## config.mk

```make
export PLATFORM = sky130hd
export DESIGN_NAME = dro_out_deserializer
export DESIGN_NICKNAME = d
export VERILOG_FILES = /design/src/rtl/dro_deser_pkg.sv /design/src/rtl/dro_deser_fifo.sv /design/src/rtl/dro_out_deserializer.sv
export SDC_FILE = /design/constraint.sdc
export NUM_CORES = 1
export LEC_CHECK = 0
export CAP_MARGIN = 30
export CORE_ASPECT_RATIO = 1.5
export CORE_MARGIN = 10
export CORE_UTILIZATION = 42
export DETAILED_ROUTE_END_ITERATION = 6
export GPL_TIMING_DRIVEN = 0
export PLACE_DENSITY = 0.69
export SYNTH_ARGS = -nofsm -noshare
export SYNTH_HDL_FRONTEND = slang
export SYNTH_SLANG_ARGS = --single-unit
```

## constraint.sdc

```tcl
create_clock -name clk -period 2.3 [get_ports clk]
set_input_delay 0.345 -clock clk [delete_from_list [all_inputs] [get_ports clk]]
set_output_delay 0.345 -clock clk [all_outputs]
set_load 0.005 [all_outputs]
```

## src/rtl/dro_deser_pkg.sv

```systemverilog
// Shared types and defaults for the DRO output deserializer.
package dro_deser_pkg;
  typedef enum logic {IDLE, WIN} state_t;

  localparam int WORD_W_DEF     = 8;
  localparam int FIFO_DEPTH_DEF = 4;

  // Level counter must represent 0..depth inclusive.
  function automatic int lvl_w(input int depth);
    return $clog2(depth) + 1;
  endfunction
endpackage

```

## src/rtl/dro_deser_fifo.sv

```systemverilog
// Synchronous word FIFO; a push into a full FIFO only lands if a pop frees a slot that same cycle.
module dro_deser_fifo
  import dro_deser_pkg::*;
#(
  parameter int W = WORD_W_DEF,
  parameter int D = FIFO_DEPTH_DEF
) (
  input  logic                   clk,
  input  logic                   rst,
  input  logic                   push,
  input  logic                   pop,
  input  logic [W-1:0]           wdata,
  output logic [W-1:0]           rdata,
  output logic                   full,
  output logic                   empty,
  output logic [lvl_w(D)-1:0]    level
);
  localparam int AW = $clog2(D);
  localparam int LW = lvl_w(D);

  logic [D-1:0][W-1:0] mem;
  logic [AW-1:0]       wp, rp;
  logic                do_push, do_pop;

  assign empty   = (level == '0);
  assign full    = (level == LW'(D));
  assign do_pop  = pop & ~empty;
  assign do_push = push & (~full | do_pop);
  assign rdata   = mem[rp];

  // Pointers are power-of-2 wide, so they wrap on their own.
  always_ff @(posedge clk or posedge rst) begin
    if (rst) begin
      mem   <= '0;
      wp    <= '0;
      rp    <= '0;
      level <= '0;
    end else begin
      if (do_push) begin
        mem[wp] <= wdata;
        wp      <= wp + 1'b1;
      end
      if (do_pop) rp <= rp + 1'b1;
      if (do_push && !do_pop)      level <= level + 1'b1;
      else if (do_pop && !do_push) level <= level - 1'b1;
    end
  end
endmodule

```

## src/rtl/dro_out_deserializer.sv

```systemverilog
// Packs one bit per DRO clock window (1 = DRO out pulse seen) LSB-first into words, buffered in a FIFO.
// Optional X-checking on sfq_d (err_x port) when DRO_DESER_XCHECK_EN is defined.
module dro_out_deserializer
  import dro_deser_pkg::*;
#(
  parameter int WORD_W     = WORD_W_DEF,
  parameter int FIFO_DEPTH = FIFO_DEPTH_DEF
) (
  input  logic                          clk,
  input  logic                          rst,
  input  logic                          sfq_clk,
  input  logic                          sfq_d,
  output logic [WORD_W-1:0]             out_data,
  output logic                          out_valid,
  input  logic                          out_ready,
  output logic [lvl_w(FIFO_DEPTH)-1:0]  fifo_level,
  output logic                          err_ovf,
  output logic                          err_multi
`ifdef DRO_DESER_XCHECK_EN
  , output logic                        err_x
`endif
);
  localparam int CW = $clog2(WORD_W);

  state_t              state;
  logic                clk_q, clk_qq, d_q, d_qq;
  logic                clk_edge, d_edge, hit, hit_n;
  logic [CW-1:0]       cnt;
  logic [WORD_W-1:0]   shreg, shreg_n, word;
  logic                push, pop, full, empty;

  always_ff @(posedge clk or posedge rst) begin
    if (rst) begin
      clk_q  <= 1'b0;
      clk_qq <= 1'b0;
      d_q    <= 1'b0;
      d_qq   <= 1'b0;
    end else begin
      clk_q  <= sfq_clk;
      clk_qq <= clk_q;
`ifdef DRO_DESER_XCHECK_EN
      d_q    <= sfq_d;
`else
      d_q    <= (sfq_d === 1'b1);
`endif
      d_qq   <= d_q;
    end
  end

  assign clk_edge = clk_q & ~clk_qq;
  assign d_edge   = d_q & ~d_qq;
  assign pop      = out_valid & out_ready;

  // A data edge coincident with the closing clock edge still counts for the closing window.
  always_comb begin
    hit_n = hit | d_edge;
`ifdef DRO_DESER_XCHECK_EN
    if (d_q !== 1'b0 && d_q !== 1'b1) hit_n = 1'bx;
`endif
    shreg_n      = shreg;
    shreg_n[cnt] = hit_n;
  end

  always_ff @(posedge clk or posedge rst) begin
    if (rst) begin
      state     <= IDLE;
      cnt       <= '0;
      hit       <= 1'b0;
      shreg     <= '0;
      word      <= '0;
      push      <= 1'b0;
      err_ovf   <= 1'b0;
      err_multi <= 1'b0;
    end else begin
      push <= 1'b0;
      if (push && full && !pop) err_ovf <= 1'b1;
      case (state)
        IDLE: if (clk_edge) begin
          state <= WIN;
          hit   <= 1'b0;
        end
        WIN: begin
          if (d_edge && hit) err_multi <= 1'b1;
          if (clk_edge) begin
            hit <= 1'b0;
            if (cnt == CW'(WORD_W - 1)) begin
              word  <= shreg_n;
              push  <= 1'b1;
              cnt   <= '0;
              shreg <= '0;
            end else begin
              shreg <= shreg_n;
              cnt   <= cnt + 1'b1;
            end
          end else begin
            hit <= hit_n;
          end
        end
        default: state <= IDLE;
      endcase
    end
  end

`ifdef DRO_DESER_XCHECK_EN
  always_ff @(posedge clk or posedge rst) begin
    if (rst) err_x <= 1'b0;
    else if (d_q !== 1'b0 && d_q !== 1'b1) begin
      err_x <= 1'b1;
      $display("%m: X on sfq_d (DRO timing violation) at %0d", $stime);
    end
  end
`endif

  dro_deser_fifo #(.W(WORD_W), .D(FIFO_DEPTH)) u_fifo (
    .clk   (clk),
    .rst   (rst),
    .push  (push),
    .pop   (pop),
    .wdata (word),
    .rdata (out_data),
    .full  (full),
    .empty (empty),
    .level (fifo_level)
  );

  assign out_valid = ~empty;
endmodule

```

==> flow_results.org <==
** Outcome
- The flow ran to the end, and the final reports show no timing, DRC or antenna violations.

** Clock tree
- TritonCTS built the clock tree.
- Buffers inserted during clock tree synthesis total 9.
- Number of H-tree levels :: 3
- Clock Latency Late Sink :: 0.34 ns
- Clock-pin slew was measured on the worst setup and hold paths at 0.07 ns.
- In this run the clock root is driven by a sky130_fd_sc_hd__clkbuf_8.
- Bufs on Longest Clock Path :: 2
- Number of sinks handled by clock tree synthesis :: 67
- CTS Hold Buffers Added :: 0

** Logic synthesis
- The synthesized netlist devotes 3.54% of its cell area to adder and majority cells.
- Netlist area before placement :: 3040 sq um
- Of the post-synthesis cell area, the dominant cell type holds 55.1%.
- Sorting the synthesized cells by area gives the leading types as sky130_fd_sc_hd__dfrtp_1, sky130_fd_sc_hd__mux2_2, sky130_fd_sc_hd__mux4_2, sky130_fd_sc_hd__ha_1, sky130_fd_sc_hd__a22o_1.
- Counting every net in the synthesized netlist gives 240.
- Synthesized area per cell :: 13.4 sq um
- The synthesized design contains 67 register bits.
- After synthesis, the share of cell area in mux cells is 18.5%.
- Seq/Total Area, Yosys :: 55.1%
- Unique masters post-synth :: 35
- Summing the areas of all compound-gate instances in the mapped netlist gives 7.28% of the synthesized area.
- By area, the combinational part of the netlist is dominated by multiplexers.
- Number of warning messages in the yosys log :: 0
- Largest area contributor in the synthesized netlist :: sky130_fd_sc_hd__dfrtp_1
- Area fraction in and, or, nand and nor cells after synthesis :: 11.2%
- Post-Synth XOR/XNOR Area :: 1.73%
- Cell count after synthesis :: 227

** Worst setup path
- The worst setup path is of the input port to flip-flop kind.
- The most numerous cell type found on the critical path is sky130_fd_sc_hd__inv_1.
- WP data required :: 2.53 ns
- The critical path goes through clkdlybuf4s50_1 -> or4b_4 -> nand2_4 -> inv_1 -> ha_1 -> inv_1 -> fa_1 -> mux2_2.
- Critical Path Start Type :: input port
- Biggest fanout along the worst timing path :: 3
- In this design, the largest share of critical-path delay is due to simple AND/OR/NAND/NOR gates.
- At the worst endpoint, the arrival time is 2.45 ns.
- Total buffers and inverters traversed by the critical path :: 3
- For this run, the slowest stage of the critical path takes 0.54 ns.
- Critical Path Slowest Stage Cell :: sky130_fd_sc_hd__or4b_4
- STA classifies the critical path endpoint as a flip-flop.

** Pwr
- The analysis attributes to cell leakage a power of 1.70 nW.
- IR analysis of the VDD net gives a maximum drop of 0.496 mV.
- Power density cells :: 961 nW/um^2
- Total power after layout :: 3.44 mW

** Place
- Detailed placement finished with a half-perimeter wire length of 3880 um.
- The congestion estimate from routability-driven global placement came to 0.750.
- Buffers placed on the I/O ports in this run total 18.

** Timing
- The max-slew violation count is 0.
- For the pin with the worst max-slew slack, the measured transition is 0.670 ns.
- Max Freq :: 451 MHz
- Setup repair after global routing left no endpoint under its margin.
- Accumulated negative setup slack :: 0 ns
- Part of the cycle the worst path needs :: 96.5%
- For the finished layout, the period the worst path requires is 2.22 ns.
- Setup violations remaining at the end of the flow were counted as 0.
- Headroom to the max-slew limit came out at 55.2%.
- Final Skew :: 0.00763 ns
- The number of hold violations in the final report came to 0.

** Floorplan
- Die Span X :: 89.5 um
- Die Footprint :: 11100 sq um
- The floorplan step defined a core boundary enclosing 6940 sq um.
- The initial utilization of the core area, before any placement, comes to 43.8%.
- 19 I/O pins were placed.
- Die Y-Extent :: 124 um
- The floorplan has 37 rows.

** Layout
- Of the cells placed in the final design, the portion with a size suffix greater than 1 is 27.1%.
- The number of antenna diodes in the final layout is 0.
- P&R area growth vs syn :: 17.6%
- Net count, final :: 272

** Drt
- Number of vias in the routed layout :: 1811
- For this block, the routed nets add up to 5400 um of wire.
- Detailed router's first-iteration violation count :: 72
- Dividing the detail-routed wire length by the instance count gives 15.9 um.
- Total iterations of the first detailed-routing run :: 4
- Post-detailed-route count of antenna-violating nets :: 0
- In the routed layout, each cell is associated on average with a via count of 5.33.
- For this run, design rule violations remaining after detail routing come to 0.

** Global route
- Total track usage :: 10.8%
- The via count of the first global-routing pass is 1936.
- Largest net degree at the start of global routing :: 38
- Global routing finished with a remaining overflow of 0.
- The number of antenna violations at the first check in global routing was 0.
- First-pass GRT wire length :: 9330 um

** Flow run
- The tool flagged a number of max-cap violations equal to 0.

** Hold path
- Worst min-delay path category :: flip-flop to flip-flop
## power by group
group	internal, mW	switching [mW]	leakage, nW
clock	0.576	0.412	0.104
sequential	1.39	0.217	0.886
combinational	0.450	0.397	0.705
## cell type report
cell class / count / area (sq um)
Tap cell: 78 / 97.6
Buffer: 6 / 31.3
Clock inverter: 2 / 35.0
Clock buffer: 12 / 165
Multi-Input combinational cell: 142 / 1300
Sequential cell: 67 / 1680
Fill cell: 618 / 3370
Inverter: 10 / 37.5
Timing Repair Buffer: 23 / 230
## layout by cell type, fill, tap and decap left out, types with 9 or more instances in the layout
cell type,Yosys,layout
sky130_fd_sc_hd__mux2_2,31,31
sky130_fd_sc_hd__inv_1,10,9
sky130_fd_sc_hd__dfrtp_1,67,66
sky130_fd_sc_hd__o21ai_0,9,9
sky130_fd_sc_hd__clkdlybuf4s50_1,0,18
sky130_fd_sc_hd__clkbuf_8,0,12
sky130_fd_sc_hd__nand2_1,17,15
sky130_fd_sc_hd__nor2_1,9,9
sky130_fd_sc_hd__and3_1,9,9
## cell usage after synthesis
cell                       instances
sky130_fd_sc_hd__dfrtp_1          67
sky130_fd_sc_hd__mux2_2           31
sky130_fd_sc_hd__nand2_1          17
sky130_fd_sc_hd__inv_1            10
sky130_fd_sc_hd__and3_1            9
sky130_fd_sc_hd__nor2_1            9
sky130_fd_sc_hd__o21ai_0           9
sky130_fd_sc_hd__a22o_1            8
sky130_fd_sc_hd__mux4_2            8
sky130_fd_sc_hd__o31ai_1           8
sky130_fd_sc_hd__ha_1              7
sky130_fd_sc_hd__and3b_1           4
sky130_fd_sc_hd__clkbuf_1          4
sky130_fd_sc_hd__nand3_4           4
sky130_fd_sc_hd__xnor2_1           4
sky130_fd_sc_hd__mux2_1            3
sky130_fd_sc_hd__nor3b_1           3
sky130_fd_sc_hd__a21oi_1           2
sky130_fd_sc_hd__buf_2             2
sky130_fd_sc_hd__nand3_1           2
sky130_fd_sc_hd__xor2_1            2
sky130_fd_sc_hd__a211oi_2          1
sky130_fd_sc_hd__a21o_1            1
sky130_fd_sc_hd__a31o_2            1
sky130_fd_sc_hd__buf_1             1
sky130_fd_sc_hd__buf_6             1
sky130_fd_sc_hd__fa_1              1
sky130_fd_sc_hd__nand2b_1          1
sky130_fd_sc_hd__nand3b_1          1
sky130_fd_sc_hd__nand4b_1          1
sky130_fd_sc_hd__nor2b_1           1
sky130_fd_sc_hd__nor3_1            1
sky130_fd_sc_hd__o21bai_1          1
sky130_fd_sc_hd__or3_1             1
sky130_fd_sc_hd__or4b_1            1
## sequential cells by signal, summed over array words and instances (netlist names)
signal	count
u_fifo.wp	2
clk_q	1
err_ovf	1
u_fifo.mem	32
d_qq	1
d_q	1
clk_qq	1
state	1
err_multi	1
u_fifo.level	3
push	1
cnt	3
word	8
shreg	8
hit	1
u_fifo.rp	2
## worst register-to-register path: stages (launching register included)
cell	delay, ns
sky130_fd_sc_hd__dfrtp_2	0.40
sky130_fd_sc_hd__buf_4	0.15
sky130_fd_sc_hd__or3_1	0.41
sky130_fd_sc_hd__nand2_2	0.11
sky130_fd_sc_hd__ha_1	0.18
sky130_fd_sc_hd__inv_1	0.06
sky130_fd_sc_hd__fa_1	0.38
sky130_fd_sc_hd__xor2_1	0.15
sky130_fd_sc_hd__nor2_1	0.11
sky130_fd_sc_hd__xor2_1	0.15
## metrics by stage
| stage | worst slack [ns] | instances | cell area (sq um) | hold slack, ns | util, % |
|---|---|---|---|---|---|
| floorplan | 0.0202 | 227 | 3040 | 0.368 | - |
| global placement | -0.848 | 323 | 3320 | 0.380 | 47.8 |
| detailed placement | -0.421 | 324 | 3340 | 0.382 | 48.1 |
| CTS | 0.0421 | 339 | 3560 | 0.397 | 51.3 |
| global route | 0.00453 | 340 | 3570 | 0.412 | 51.5 |
| finish | 0.0803 | 340 | 3570 | 0.394 | 51.5 |
## metal layers
metal / GRT usage [%] / vias up / wire length (um)
met5: 0 / - / 0
met4: 4.49 / 0 / 95
met3: 3.59 / 8 / 186
met2: 18.2 / 23 / 2870
met1: 11.7 / 894 / 2250
li1: - / 886 / -
## kinds of logic (layout without fill, tap and decap cells)
group           Yosys count  count (layout)
simple gates             55              55
mux                      42              42
buf+inv                  18              53
compound gates           31              31
fa+ha+maj                 8               8
flops                    67              67
xor+xnor                  6               6
## path summary, 6_finish.rpt
check,cells past startpoint,end,slack [ns],startpoint
worst max register to register,9,u_fifo.level[2]$_DFFE_PP0P_,0.11,u_fifo.level[0]$_DFFE_PP0P_
worst min-delay path,0,d_qq$_DFF_PP0_,0.39,d_q$_DFF_PP0_
worst max-delay path,8,u_fifo.level[1]$_DFFE_PP0P_,0.08,out_ready
min in group asynchronous,2,shreg[2]$_DFFE_PP0P_,0.43,rst
worst min register to register,0,d_qq$_DFF_PP0_,0.39,d_q$_DFF_PP0_
max in group asynchronous,3,err_multi$_DFFE_PP0P_,1.24,rst
## what timing repair did
action | in CTS | in global routing
hold endpoints to repair | 0 | 0
gates resized for setup | 4 | 2
endpoints found under the setup margin | 10 | 4
pin swaps | 1 | 2
buffers inserted | 3 | 1
No activity file was read; power rests on OpenSTA's default activity.
